### src/rtl/pong_ball_engine.sv
// Pong ball engine: frame-rate ball physics, paddle/wall bounces, scoring and pixel colouring.
// Optional dashed centre net enabled by defining CENTER_LINE_EN.
module pong_ball_engine #(
    parameter int unsigned BALL_SIZE      = 8,
    parameter int unsigned SPEED          = 2,
    parameter int unsigned PADDLE_H       = 48,
    parameter int unsigned PADDLE_W       = 4,
    parameter int unsigned LEFT_PADDLE_X  = 16,
    parameter int unsigned RIGHT_PADDLE_X = 620,
    parameter int unsigned SERVE_DELAY    = 60,
    parameter int unsigned WIN_SCORE      = 9
) (
    input  logic       CLOCK_50,
    input  logic       reset,
    input  logic [9:0] row,
    input  logic [9:0] col,
    input  logic       blank,
    input  logic [8:0] left_paddle_y,
    input  logic [8:0] right_paddle_y,
    input  logic       serve,
    output logic [7:0] red,
    output logic [7:0] green,
    output logic [7:0] blue,
    output logic [3:0] left_score,
    output logic [3:0] right_score,
    output logic       game_over
);

    localparam int unsigned CntW = $clog2(SERVE_DELAY + 1);

    localparam logic [9:0]  CenterX      = 10'd316;
    localparam logic [8:0]  CenterY      = 9'd236;
    localparam logic [10:0] Spd          = 11'(SPEED);
    localparam logic [10:0] Bs           = 11'(BALL_SIZE);
    localparam logic [10:0] Ph           = 11'(PADDLE_H);
    localparam logic [10:0] LeftX        = 11'(LEFT_PADDLE_X);
    localparam logic [10:0] RightX       = 11'(RIGHT_PADDLE_X);
    localparam logic [10:0] PadW         = 11'(PADDLE_W);
    localparam logic [10:0] LeftHitX     = 11'(LEFT_PADDLE_X + PADDLE_W);
    localparam logic [10:0] RightHitX    = 11'(RIGHT_PADDLE_X - BALL_SIZE);
    localparam logic [10:0] LeftBounceX  = 11'(LEFT_PADDLE_X + PADDLE_W + SPEED);
    localparam logic [10:0] RightBounceX = 11'(RIGHT_PADDLE_X - BALL_SIZE - SPEED);
    localparam logic [10:0] XMissLim     = 11'(640 - SPEED);
    localparam logic [10:0] YLim         = 11'(480 - SPEED);
    localparam logic [10:0] YBottom      = 11'(480 - BALL_SIZE);

    typedef enum logic [2:0] {
        StIdle,
        StServeWait,
        StPlay,
        StScored,
        StOver
    } state_e;

    state_e            state_q, state_d;
    logic [CntW-1:0]   cnt_q, cnt_d;
    logic [9:0]        bx_q, bx_d;
    logic [8:0]        by_q, by_d;
    logic              dx_q, dx_d;
    logic              dy_q, dy_d;
    logic [3:0]        ls_q, ls_d;
    logic [3:0]        rs_q, rs_d;
    logic              left_won_q, left_won_d;
    logic              at_vbl_q;
    logic [23:0]       rgb_q, rgb_d;

    logic              at_vbl, tick;
    logic [10:0]       bx11, by11, lpy11, rpy11, row11, col11;
    logic              left_hit, right_hit, h_miss;
    logic              in_ball, in_lpad, in_rpad, on_net;

    assign at_vbl = (row == 10'd480) && (col == 10'd0);
    assign tick   = at_vbl && !at_vbl_q;

    assign bx11  = {1'b0, bx_q};
    assign by11  = {2'b0, by_q};
    assign lpy11 = {2'b0, left_paddle_y};
    assign rpy11 = {2'b0, right_paddle_y};
    assign row11 = {1'b0, row};
    assign col11 = {1'b0, col};

    assign left_hit  = !dx_q && (bx11 <= LeftHitX) &&
                       (by11 + Bs > lpy11) && (by11 < lpy11 + Ph);
    assign right_hit = dx_q && (bx11 >= RightHitX) &&
                       (by11 + Bs > rpy11) && (by11 < rpy11 + Ph);
    // Hits take priority over misses; a miss freezes the ball for this tick.
    assign h_miss    = !left_hit && !right_hit &&
                       ((!dx_q && (bx11 < Spd)) || (dx_q && (bx11 + Bs > XMissLim)));

    always_comb begin
        state_d    = state_q;
        cnt_d      = cnt_q;
        bx_d       = bx_q;
        by_d       = by_q;
        dx_d       = dx_q;
        dy_d       = dy_q;
        ls_d       = ls_q;
        rs_d       = rs_q;
        left_won_d = left_won_q;
        if (tick) begin
            case (state_q)
                StIdle: begin
                    bx_d = CenterX;
                    by_d = CenterY;
                    if (serve) begin
                        state_d = StServeWait;
                        cnt_d   = '0;
                    end
                end
                StServeWait: begin
                    if (cnt_q == CntW'(SERVE_DELAY - 1)) begin
                        state_d = StPlay;
                    end else begin
                        cnt_d = cnt_q + 1'b1;
                    end
                end
                StPlay: begin
                    if (h_miss) begin
                        state_d    = StScored;
                        left_won_d = dx_q;
                    end else begin
                        if (left_hit) begin
                            dx_d = 1'b1;
                            bx_d = 10'(LeftBounceX);
                        end else if (right_hit) begin
                            dx_d = 1'b0;
                            bx_d = 10'(RightBounceX);
                        end else if (dx_q) begin
                            bx_d = bx_q + 10'(SPEED);
                        end else begin
                            bx_d = bx_q - 10'(SPEED);
                        end
                        if (!dy_q && (by11 < Spd)) begin
                            dy_d = 1'b1;
                            by_d = '0;
                        end else if (dy_q && (by11 + Bs > YLim)) begin
                            dy_d = 1'b0;
                            by_d = 9'(YBottom);
                        end else if (dy_q) begin
                            by_d = by_q + 9'(SPEED);
                        end else begin
                            by_d = by_q - 9'(SPEED);
                        end
                    end
                end
                StScored: begin
                    bx_d  = CenterX;
                    by_d  = CenterY;
                    cnt_d = '0;
                    // Serve towards the player who conceded.
                    dx_d  = left_won_q;
                    if (left_won_q) begin
                        ls_d = ls_q + 4'd1;
                    end else begin
                        rs_d = rs_q + 4'd1;
                    end
                    if ((ls_d == 4'(WIN_SCORE)) || (rs_d == 4'(WIN_SCORE))) begin
                        state_d = StOver;
                    end else begin
                        state_d = StServeWait;
                    end
                end
                StOver: begin
                end
                default: state_d = StIdle;
            endcase
        end
    end

    assign in_ball = (col11 >= bx11) && (col11 < bx11 + Bs) &&
                     (row11 >= by11) && (row11 < by11 + Bs);
    assign in_lpad = (col11 >= LeftX) && (col11 < LeftX + PadW) &&
                     (row11 >= lpy11) && (row11 < lpy11 + Ph);
    assign in_rpad = (col11 >= RightX) && (col11 < RightX + PadW) &&
                     (row11 >= rpy11) && (row11 < rpy11 + Ph);

`ifdef CENTER_LINE_EN
    assign on_net = (col >= 10'd318) && (col <= 10'd321) && !row[4];
`else
    assign on_net = 1'b0;
`endif

    always_comb begin
        rgb_d = 24'h000000;
        if (blank) begin
            rgb_d = 24'h000000;
        end else if (in_ball && (state_q != StOver)) begin
            rgb_d = 24'hFFFFFF;
        end else if (in_lpad || in_rpad) begin
            rgb_d = 24'h00FF00;
        end else if (on_net) begin
            rgb_d = 24'h808080;
        end
    end

    always_ff @(posedge CLOCK_50) begin
        if (reset) begin
            state_q    <= StIdle;
            cnt_q      <= '0;
            bx_q       <= CenterX;
            by_q       <= CenterY;
            dx_q       <= 1'b1;
            dy_q       <= 1'b1;
            ls_q       <= '0;
            rs_q       <= '0;
            left_won_q <= 1'b0;
            at_vbl_q   <= 1'b0;
            rgb_q      <= '0;
        end else begin
            state_q    <= state_d;
            cnt_q      <= cnt_d;
            bx_q       <= bx_d;
            by_q       <= by_d;
            dx_q       <= dx_d;
            dy_q       <= dy_d;
            ls_q       <= ls_d;
            rs_q       <= rs_d;
            left_won_q <= left_won_d;
            at_vbl_q   <= at_vbl;
            rgb_q      <= rgb_d;
        end
    end

    assign red         = rgb_q[23:16];
    assign green       = rgb_q[15:8];
    assign blue        = rgb_q[7:0];
    assign left_score  = ls_q;
    assign right_score = rs_q;
    assign game_over   = (state_q == StOver);

endmodule

### config.mk
export PLATFORM = sky130hd
export DESIGN_NAME = pong_ball_engine
export DESIGN_NICKNAME = d
export VERILOG_FILES = /design/src/rtl/pong_ball_engine.sv
export SDC_FILE = /design/constraint.sdc
export NUM_CORES = 1
export LEC_CHECK = 0
export CORE_UTILIZATION = 61
export DETAILED_ROUTE_END_ITERATION = 7
export PLACE_DENSITY = 0.88
export RECOVER_POWER = 25
export SKIP_CTS_REPAIR_TIMING = 1
export SLEW_MARGIN = 20
export SYNTH_ARGS = -nofsm -noshare
export SYNTH_HDL_FRONTEND = slang
export SYNTH_SLANG_ARGS = --single-unit
### constraint.sdc
create_clock -name CLOCK_50 -period 6.3 [get_ports CLOCK_50]
set_input_delay 1.575 -clock CLOCK_50 [delete_from_list [all_inputs] [get_ports CLOCK_50]]
set_output_delay 1.575 -clock CLOCK_50 [all_outputs]
set_load 0.005 [all_outputs]
Yosys cells after proc, flatten, opt, wreduce, memory -nomap -nowiden --
Index checks and enable logic that the tools add are counted.
Word-level totals: bits in registers 64, bits of input ports 42, output and inout bits 33
Cells by class: $add $sub $neg 11, magnitude comparators 22, eq/ne operators 15, mux-type cells 32, bitwise gates (word level) 2, reductions and logical operators 47
Operators by type and width (count):
- 2-to-1 mux 10 bit | 4
- 2-to-1 mux 9 bit | 4
- greater-or-equal comparator 10 x 9 -> 1 bit | 3
- < comparator 10 bit | 3
- logical AND 1 bit | 24
- 2-to-1 mux 24 bit | 1
- 2-to-1 mux 4 bit | 6
- greater-than comparator 11 x 9 -> 1 bit | 2
- < comparator 9 x 11 -> 1 bit | 2
- adder 9 x 6 -> 10 bit (second input constant) | 2
- greater-or-equal comparator 10 bit (second input constant) | 2
- case mux 10 bit (2 select lines) | 1
- case mux 6 bit (3 select lines) | 1
- case mux 9 bit (2 select lines) | 1
- 2-to-1 mux 16 bit | 1
- case mux 3 bit (5 select lines) | 1
- 2-to-1 mux 3 bit | 4
- 2-to-1 mux 6 bit | 2
- AND reduction 4 bit | 3
- adder 10 x 4 -> 11 bit (second input constant) | 1
- greater-than comparator 11 x 10 -> 1 bit (second input constant) | 1
- greater-than comparator 11 x 9 -> 1 bit (second input constant) | 1
- < comparator 10 x 11 -> 1 bit | 1
- adder 10 x 2 -> 10 bit (second input constant) | 1
- other kinds (34) | 57

Longest topological paths before layout --
word-level depth 9, gate-level depth with buffers 13

Worst setup path before layout --
Ideal clock, no wire load.
path type input port to flip-flop, start input right_paddle_y[4], end register bx_q[4], library setup time 120 ps, data arrival time 4126 ps, setup slack 2054 ps, stages on the path 13, path through inv_1 > ha_1 > nor3_1 > xnor2_1 > ha_1 > or4_4 > a221oi_2 > a221oi_2 > nor4b_4 > o31a_4 > buf_6 > o21ai_2 > a211o_1
On the way: longest elaborated chain between the ends 8, elaborated cells between the ends (all ways) 14
Ends and longest elaborated chain:
- start: declaration | RTL line 19 | input logic [8:0] right_paddle_y,
- adder 9 x 6 -> 10 bit / greater-than comparator 11 x 9 -> 1 bit (equally long branches) | RTL line 85 | (by11 + Bs > rpy11) && (by11 < rpy11 + Ph);
- < comparator 9 x 11 -> 1 bit / logical AND 1 bit (equally long branches) | RTL line 85, 84
- logical AND 1 bit (*) | RTL line 85
- zero test 1 bit | RTL line 87 | assign h_miss = !left_hit && !right_hit &&
- logical AND 1 bit (2 in a row) | RTL line 87
- != test 2 bit (no source line)
- AND reduction 3 bit (no source line)
- end signal: assignment | RTL line 200 | bx_q <= CenterX;
- end: declaration | RTL line 57 | logic [9:0] bx_q, bx_d;
Mark *: on every way between the ends. The rest lies on a longest branch, timed or not. The select of a mux whose other input is x is not followed. A chain may end at the register's enable or synchronous reset.

Worst setup path in the final report --
start input right_paddle_y[4], end register bx_q[1]
The elaborated chain is that of the path after synthesis.

==> out/qor.csv <==
metric,value,unit
Critical Path Fanout Max,21,
Max Cap Viol,0,
fillcell total,681,
combinational fraction of design power,26.0,%
CTS max path bufs,2,
relative slew slack,40.7,%
min setup slack post-route,1090,ps
total CTS buffers,5,
Yosys top cell area share,24.1,%
post-synthesis average cell area,7.97,sq um
switching power share of the total,29.8,%
WL final,15.7,mm
Syn Nets,817,
cell count after synthesis,672,
Critical Path Start Type,primary input,
register area,801,sq um
multi-input logic area,4090,sq um
"Reg clk slew, reported paths",80,ps
"slowest stage cell, crit path",nor4b_4,
drc violations,0,
"Seq/Total Area, Yosys",15.0,%
post-route ant nets,0,
# IOs,75,
DR iter-0 viols,384,
Rows,33,
via count,5448,
total power divided by cell area,105,nW/um^2
clock sink count,40,
"slowest stage delay, CP",710,ps
TNS Setup,0,ps
Tot Pwr,0.000639,W
Fin. Hold Viols,0,
WS Path Type,primary input to flip-flop,
critical path endpoint category,flip-flop,
most common cell in the netlist,ha_1,
status,"complete, no violations",
most common library cells after synthesis,"ha_1 (103), inv_1 (52), a21oi_1 (50), nand2_1 (42), dfxtp_1 (40)",
Leak,2.55,nW
Synth Register Bits,40,
clk_lat worst skew,300,ps
# H-tree levels,2,
IO buf count,74,
Worst EP required,6490,ps
Synth area leader,ha_1,
period utilization,82.7,%
Nets,858,
share of power burned in registers,39.6,%
ANT cells,0,
Net Sw Power,0.000191,W
"CP delay by family, top",simple AND/OR/NAND/NOR gates,
crit-path cells,clkdlybuf4s50_1 > inv_1 > ha_1 > nor3_1 > xnor2_1 > ha_1 > or4_4 > a221oi_2 > a221oi_2 > nor4b_4 > o31a_4 > nor2_1 > a22o_1,
All-Layer GR Usage,36.1,%
clock share of power,34.4,%
Worst Path Buf+Inv,2,
share of post-route cells with drive strength above 1,5.04,%
post-DR vias/cell,6.65,
RD Place Congestion,0.973,
Post-synth ARST share,0,%
initial antenna violation count,0,
wire per inst,19.1,um
"EDFF count, synth",0,
number of global-route vias before repair,5351,
largest net degree at the start of global routing,28,
synth unique cells,75,
actual slew at the worst max-slew pin,877,ps
Starting Density,64.2,%
Core ar.,8340,sq um
Int Power,0.000449,W
First-pass DRT Iterations,6,
HP Class,flip-flop to flip-flop,
Final Skew,13.1,ps
Main synth FF type,dfxtp_1,
setup violators final,0,
CTS Root Cell,clkbuf_8,
Die Wd,95.7,um
synthesized area,5350,sq um
Synth Warn #,0,
post-DP HPWL,12.2,mm
Die Area,9160,sq um
Place WS,827,ps
CTS tree,built,
CP arrival,5410,ps
VDD IR max,71.5,uV
final core occ,72.8,%
FMAX,192,MHz
post-layout min period,5210,ps
Synth area leaders,"ha_1 (24%), dfxtp_1 (15%), a21oi_1 (4.7%)",
grt total ovfl,0,
first-pass GRT wire length,25.8,mm
RSZ-0062 raised after global routing,false,
fin. max-slew vios,0,
P&R area growth vs syn,13.5,%
Die Ht,95.7,um
power by group through the flow:
stage / sequential [W] / clock, W / combinational, W
2_1_floorplan: 0.000259 / 0 / 0.0000940
3_3_place_gp: 0.000259 / 0 / 0.000154
3_5_place_dp: 0.000259 / 0 / 0.000162
4_1_cts: 0.000253 / 0.000221 / 0.000164
5_1_grt: 0.000253 / 0.000228 / 0.000185
6_report: 0.000253 / 0.000220 / 0.000167
placed cells by master, fill, tap and decap left out, drive strengths merged, types with 7 or more instances in the layout:
cell and count:
a211oi 9, a21oi 51, and2 7, clkdlybuf4s50 56, dfxtp 40, dlygate4sd3 18
ha 103, inv 52, nand2 42, nand2b 13, nand3 16, nand4 19
nor2 38, nor2b 12, nor3 20, nor4 14, o21a 9, o21ai 30
or2 9, or3 7, or4 8, xnor2 16, xor2 12
registers in the layout, indices dropped and copies added, names as in the netlist:
name and cells:
state_q 3, at_vbl_q 1, dx_q 1, rgb_q 2, dy_q 1, right_score 4, left_score 4, bx_q 9
by_q 8, cnt_q 6, left_won_q 1
stage by stage:
step | hold slack (ps) | std cells | cell area, sq um
final | 507 | 819 | 6080
after global routing | 555 | 819 | 6080
after CTS | 503 | 819 | 6080
after detailed placement | 491 | 811 | 5960
after global placement | 469 | 811 | 5960
after floorplan | 458 | 672 | 5350
tightest hold or removal path: cells and delay by family, from the launching register on:
kind / cells / cell delay, ps
compound gates: 1 / 50
flops: 1 / 330
simple gates: 1 / 80
metal layers:
metal / routed length [um] / track usage, % / up-vias
met5: 0 / 0 / -
met3: 1130 / 6.46 / 53
met4: 494 / 15.3 / 0
met1: 6690 / 44.9 / 2552
li1: - / - / 2577
met2: 7350 / 60.7 / 266
final timing paths:
path,from,end,slack (ps),cells past startpoint
worst max register to register,by_q[7],bx_q[1],2280,11
worst min-delay path,cnt_q[1],cnt_q[1],510,2
worst min register to register,cnt_q[1],cnt_q[1],510,2
worst max-delay path,right_paddle_y[4],bx_q[1],1090,13
layout make-up:
type / instances / share of cell area (%)
repair buffers: 75 / 12.3
flip-flops and latches: 40 / 13.2
well taps: 105 / 2.16
inverters: 52 / 3.21
multi-input cells: 539 / 67.3
clock inverters: 3 / 0.700
clock buffers: 5 / 1.13
cell families (layout without fill, tap and decap cells):
logic type | Yosys count | in the layout | synth area share, %
AO/OA/AOI/OAI | 176 | 176 | 23.2
adder cells (fa/ha/maj) | 103 | 103 | 24.1
XOR/XNOR | 28 | 28 | 4.58
multiplexers | 4 | 4 | 0.795
AND/OR/NAND/NOR | 228 | 228 | 23.7
buffers and inverters | 93 | 135 | 8.67
flip-flops | 40 | 40 | 15.0
Note: power is estimated with default switching activity, not from simulation.
==> edit 1, RTL diff (config.mk and constraints unchanged) <==
Add a define of `CENTER_LINE_EN`.
--- a/src/rtl/pong_ball_engine.sv
+++ b/src/rtl/pong_ball_engine.sv
@@ -1,5 +1,7 @@
 // Pong ball engine: frame-rate ball physics, paddle/wall bounces, scoring and pixel colouring.
 // Optional dashed centre net enabled by defining CENTER_LINE_EN.
+`define CENTER_LINE_EN
+
 module pong_ball_engine #(
     parameter int unsigned BALL_SIZE      = 8,
     parameter int unsigned SPEED          = 2,
Function: changed (a bounded check fails within 4 cycles, from zero or initial values and one cycle with reset high).
==> edit 1 against the unedited design <==
  * Routed wire length fell by 1.9%
  * Register-to-register slack improved by 0.04 ns
  * Cell count rose by 2.0%
  * Power fell by 2.1%
  * Cell area rose by 0.29%
  * Area after synthesis fell by 0.33%
  * Hold slack improved by 0.0023 ns
  * Sequential cell count rose by 2
  * Die area fell by 0.32%
  * Setup slack improved by 0.12 ns
  * Clock power fell by 13%
  * Highest routed layer unchanged
==> edit 1: results (changes against the unedited design) <==
.. list-table::
   :header-rows: 1

   * - Metric
     - Value
   * - Status
     - finished clean
   * - Register-to-register setup slack
     - 2.32 ns (+0.04 ns)
   * - Clock skew
     - 0.0126 ns (-0.000485 ns)
   * - Total via count after detailed routing
     - 5557 (+2.0%)
   * - Count of nets after finishing
     - 874 (+1.9%)
   * - Filler Cell Count
     - 636 (-6.6%)
   * - Number of nets produced by synthesis
     - 831 (+1.7%)
   * - 1st-iter DRT viols
     - 463 (+21%)
   * - Placed inst area
     - 6000 µm² (+0.57%)
   * - Max incr delay on CP
     - 0.57 ns (-0.14 ns)
   * - Cell variety after synth
     - 68 (-9.3%)
   * - Total non-filler cell area in the finished layout
     - 6090 µm² (+0.29%)
   * - Arr. time, crit path
     - 5.30 ns (-0.11 ns)
   * - Family with the most delay on the worst path
     - compound AO/OA/AOI/OAI gates
   * - Max VDD drop
     - 0.0653 mV (-8.7%)
   * - Capture point of the worst reg-to-reg path
     - bx_q[7]$_SDFFE_PP0P_
   * - Yosys warnings
     - 0 (unchanged)
   * - Synthesized area divided by synthesized cell count
     - 7.78 µm² (-2.4%)
   * - Worst Slack Setup Final
     - 1.21 ns (+0.120 ns)
   * - Last weighted congestion value of the routability-driven placer
     - 1.00 (+2.9%)
   * - Pin count of the biggest net entering global routing
     - 30 (+7.1%)
   * - Cell types with the highest counts after synthesis
     - sky130_fd_sc_hd__ha_1 (103), sky130_fd_sc_hd__inv_1 (52), sky130_fd_sc_hd__nor2_1 (52), sky130_fd_sc_hd__nand2_1 (44)
   * - Vias in the first global route
     - 5170 (-3.4%)
   * - Worst setup path startpoint
     - right_paddle_y[4]
   * - Fraction of layout instances using a drive strength above 1
     - 4.11% (-0.93 points)
   * - Worst-path fanout max
     - 15 (-29%)
   * - Sequential area share after synthesis
     - 15.8% (+0.80 points)
   * - Post-detailed-route via-to-cell ratio
     - 6.66 (about the same)
   * - Capturing element of the worst setup path
     - bx_q[9]$_SDFFE_PP0P_
   * - Start of the worst register-to-register path
     - by_q[3]$_SDFFE_PP1P_
   * - Leak pwr
     - 2.63 nW (+3.2%)
   * - Pre-CTS setup slack
     - 0.977 ns (+0.149 ns)
   * - Wire length of the first global-routing pass
     - 24800 µm (-3.5%)
   * - Slew @ Worst Pin
     - 1.11 ns (+0.228 ns)
   * - Post-detailed-placement half-perimeter wirelength
     - 12300 µm (+1.2%)
   * - Depth of the worst register-to-register path
     - 13 (+2)
   * - Worst path slowest cell
     - sky130_fd_sc_hd__clkdlybuf4s50_1
## edit 1: layout make-up
class | count | area share [%]
timing repair buffer | 78 | 12.6
multi-input combinational | 550 | 66.6
inverter | 52 | 3.20
clock inverter | 2 | 0.205
sequential | 42 | 13.8
clock buffer | 6 | 1.36
tap | 105 | 2.16
## edit 1: cells by family after synthesis
group	share of synthesized area, %
xor+xnor	4.76
simple gates	24.0
flops	15.8
compound gates	22.2
fa+ha+maj	24.2
buf+inv	8.16
mux	0.961
## edit 1: how the worst min path moves through the flow
stage	cells past startpoint	start	slack, ns	end
4_1_cts	2	cnt_q[1]$_SDFFE_PP0P_	0.52	cnt_q[1]$_SDFFE_PP0P_
2_1_floorplan	2	cnt_q[1]$_SDFFE_PP0P_	0.46	cnt_q[1]$_SDFFE_PP0P_
5_1_grt	2	cnt_q[1]$_SDFFE_PP0P_	0.53	cnt_q[1]$_SDFFE_PP0P_
6_report	2	cnt_q[1]$_SDFFE_PP0P_	0.51	cnt_q[1]$_SDFFE_PP0P_
3_5_place_dp	2	cnt_q[1]$_SDFFE_PP0P_	0.50	cnt_q[1]$_SDFFE_PP0P_
3_3_place_gp	2	cnt_q[1]$_SDFFE_PP0P_	0.48	cnt_q[1]$_SDFFE_PP0P_
## edit 1: routing by layer
layer	GRT usage (%)	share of wire, %	vias up
met5	0	0	-
met4	13.9	2.8	0
met3	5.58	9.7	47
met2	56.2	45	303
met1	46.5	43	2582
li1	-	-	2625
## edit 1: report_power, final
group	internal [mW]	leakage [nW]	switching, mW
Combinational	0.0782	2.25	0.0895
Clock	0.0883	0.0472	0.104
Sequential	0.266	0.339	0.000471
==> edit 2, RTL diff (config.mk and constraints unchanged) <==
Without the edit above. Put a register stage on the outputs `red`, `green`, `blue` and `game_over`. The values now appear one clock later. The other outputs are not delayed to match.
--- a/src/rtl/pong_ball_engine.sv
+++ b/src/rtl/pong_ball_engine.sv
@@ -221,12 +221,14 @@
         end
     end
 
-    assign red         = rgb_q[23:16];
-    assign green       = rgb_q[15:8];
-    assign blue        = rgb_q[7:0];
     assign left_score  = ls_q;
     assign right_score = rs_q;
-    assign game_over   = (state_q == StOver);
+    always_ff @(posedge CLOCK_50) begin
+        red       <= rgb_q[23:16];
+        green     <= rgb_q[15:8];
+        blue      <= rgb_q[7:0];
+        game_over <= (state_q == StOver);
+    end
 
 endmodule
 
Function: changed (Yosys sat finds a counterexample within 4 cycles, from zero or initial values and one cycle with reset high).
==> edit 2 against the unedited design <==
  * Area after synthesis is 2.8% lower
  * Sequential cell count is 3 higher
  * Setup slack better by 0.20 ns
  * Routed wire length is 13% lower
  * Via count is 8.8% lower
  * Sequential power is 8% higher
  * Critical path depth is 1 higher
  * Non-clock buffer count is 1 higher
  * Cell area is 2.2% lower
  * Power is 1.9% higher
==> edit 2: results (changes against the unedited design) <==
.. list-table::
   :header-rows: 1

   * - Metric
     - Value
   * - Family with the most delay on the worst path
     - compound AO/OA/AOI/OAI gates
   * - Status
     - finished clean
   * - Capturing element of the worst setup path
     - bx_q[3]$_SDFFE_PP1P_
   * - Start of the worst register-to-register path
     - by_q[3]$_SDFFE_PP1P_
   * - Last weighted congestion value of the routability-driven placer
     - 0.989 (+1.6%)
   * - Global-route usage over all layers
     - 31.7% (-4.4 points)
   * - Worst hold path stage count
     - 0 (-2)
   * - Drt first pass iters
     - 5 (-1)
   * - Post-detailed-placement half-perimeter wirelength
     - 11000 µm (-9.7%)
   * - Max incr delay on CP
     - 0.56 ns (-0.15 ns)
   * - Count of nets after finishing
     - 847 (-1.3%)
   * - Post-synthesis instance total
     - 658 (-2.1%)
   * - Depth of the worst register-to-register path
     - 12 (+1)
   * - Met2 wirelength from detailed routing
     - 6400 µm (-13%)
   * - Per-cell routed wire length
     - 16.9 µm (-12%)
   * - Number of clock sinks
     - 43 (+7.5%)
   * - Pin count of the biggest net entering global routing
     - 30 (+7.1%)
   * - Slew @ Worst Pin
     - 0.771 ns (-0.106 ns)
   * - WL final
     - 13600 µm (-13%)
   * - Register-to-register setup slack
     - 2.40 ns (+0.12 ns)
   * - Arr. time, crit path
     - 5.21 ns (-0.20 ns)
   * - Vias in the first global route
     - 4754 (-11%)
   * - Fraction of layout instances using a drive strength above 1
     - 3.84% (-1.2 points)
   * - Cell total after placement
     - 800 (-1.4%)
   * - Cell variety after synth
     - 68 (-9.3%)
   * - Min-Delay Endpoint
     - green[6]$_DFF_P_
   * - Relative contribution of the clock network to total power
     - 34.1% (-0.3 points)
   * - Synthesized-area fraction occupied by ao, oa, aoi and oai cells
     - 21.9% (-1.3 points)
   * - Cell types with the highest counts after synthesis
     - sky130_fd_sc_hd__ha_1 (103), sky130_fd_sc_hd__inv_1 (53), sky130_fd_sc_hd__nor2_1 (53), sky130_fd_sc_hd__a21oi_1 (46), sky130_fd_sc_hd__nand2_1 (44)
   * - Clock skew
     - 0.0107 ns (-0.00231 ns)
   * - Synthesized-area fraction occupied by adder cells
     - 24.8% (+0.69 points)
   * - Post-detailed-route via-to-cell ratio
     - 6.15 (-7.5%)
   * - Skew-Pair Late Insertion Delay
     - 0.30 ns (about the same)
   * - Leak pwr
     - 2.64 nW (+3.3%)
   * - Max VDD drop
     - 0.113 mV (+58%)
   * - Routed length on met1
     - 6190 µm (-7.5%)
   * - Clock slew seen by the registers of the worst setup and hold paths
     - 0.10 ns (+0.02 ns)
   * - Internal
     - 0.465 mW (+3.7%)
   * - Sequential area share after synthesis
     - 16.5% (+1.6 points)
   * - Met3 WL
     - 798 µm (-29%)
   * - Parity-gate share of the synthesized area counting xor and xnor cells
     - 5.89% (+1.3 points)
   * - Worst-path fanout max
     - 17 (-19%)
-- edit 2: cell count changes after synthesis, moves of 6 or more --
cell                      before  now
sky130_fd_sc_hd__nand4_1      19   13
sky130_fd_sc_hd__or4_1         6    0
sky130_fd_sc_hd__xnor2_1      16   22
sky130_fd_sc_hd__o21ai_0      28   38
sky130_fd_sc_hd__nor2_1       37   53
sky130_fd_sc_hd__and2_1        7    1
-- edit 2: metrics by stage --
step           hold WS (ns)  instance area [µm²]  util (%)  worst slack, ns
2_1_floorplan         0.310                 5200         -             2.19
5_1_grt               0.341                 5940      72.3             1.05
4_1_cts               0.337                 5940      72.3             1.32
6_report              0.335                 5940      72.3             1.28
3_5_place_dp          0.314                 5830      70.9             1.04
3_3_place_gp          0.312                 5830      70.9             1.26
-- edit 2: routing by layer --
metal  track usage [%]  vias up
met4              9.23        0
met5                 0        -
met1              42.6     2289
li1                  -     2473
met3              4.19       24
met2              52.6      184
-- edit 2: cell type report --
class	count	share of cell area [%]
clock buffer	5	1.16
timing repair buffer	76	12.7
tap	105	2.21
clock inverter	3	0.737
sequential	43	14.5
multi-input combinational	523	65.3
inverter	53	3.35
-- edit 2: power by group through the flow --
stage	registers [mW]	clock network (mW)	logic, mW
final	0.272	0.222	0.157
after global routing	0.273	0.234	0.176
after CTS	0.272	0.224	0.155
after detailed placement	0.279	0	0.153
after global placement	0.279	0	0.149
after floorplan	0.279	0	0.0876
-- edit 2: kinds of logic after synthesis --
group,count (synthesis)
adder cells (fa/ha/maj),103
multiplexers,6
buffers and inverters,92
AO/OA/AOI/OAI,172
XOR/XNOR,35
AND/OR/NAND/NOR,207
flip-flops,43
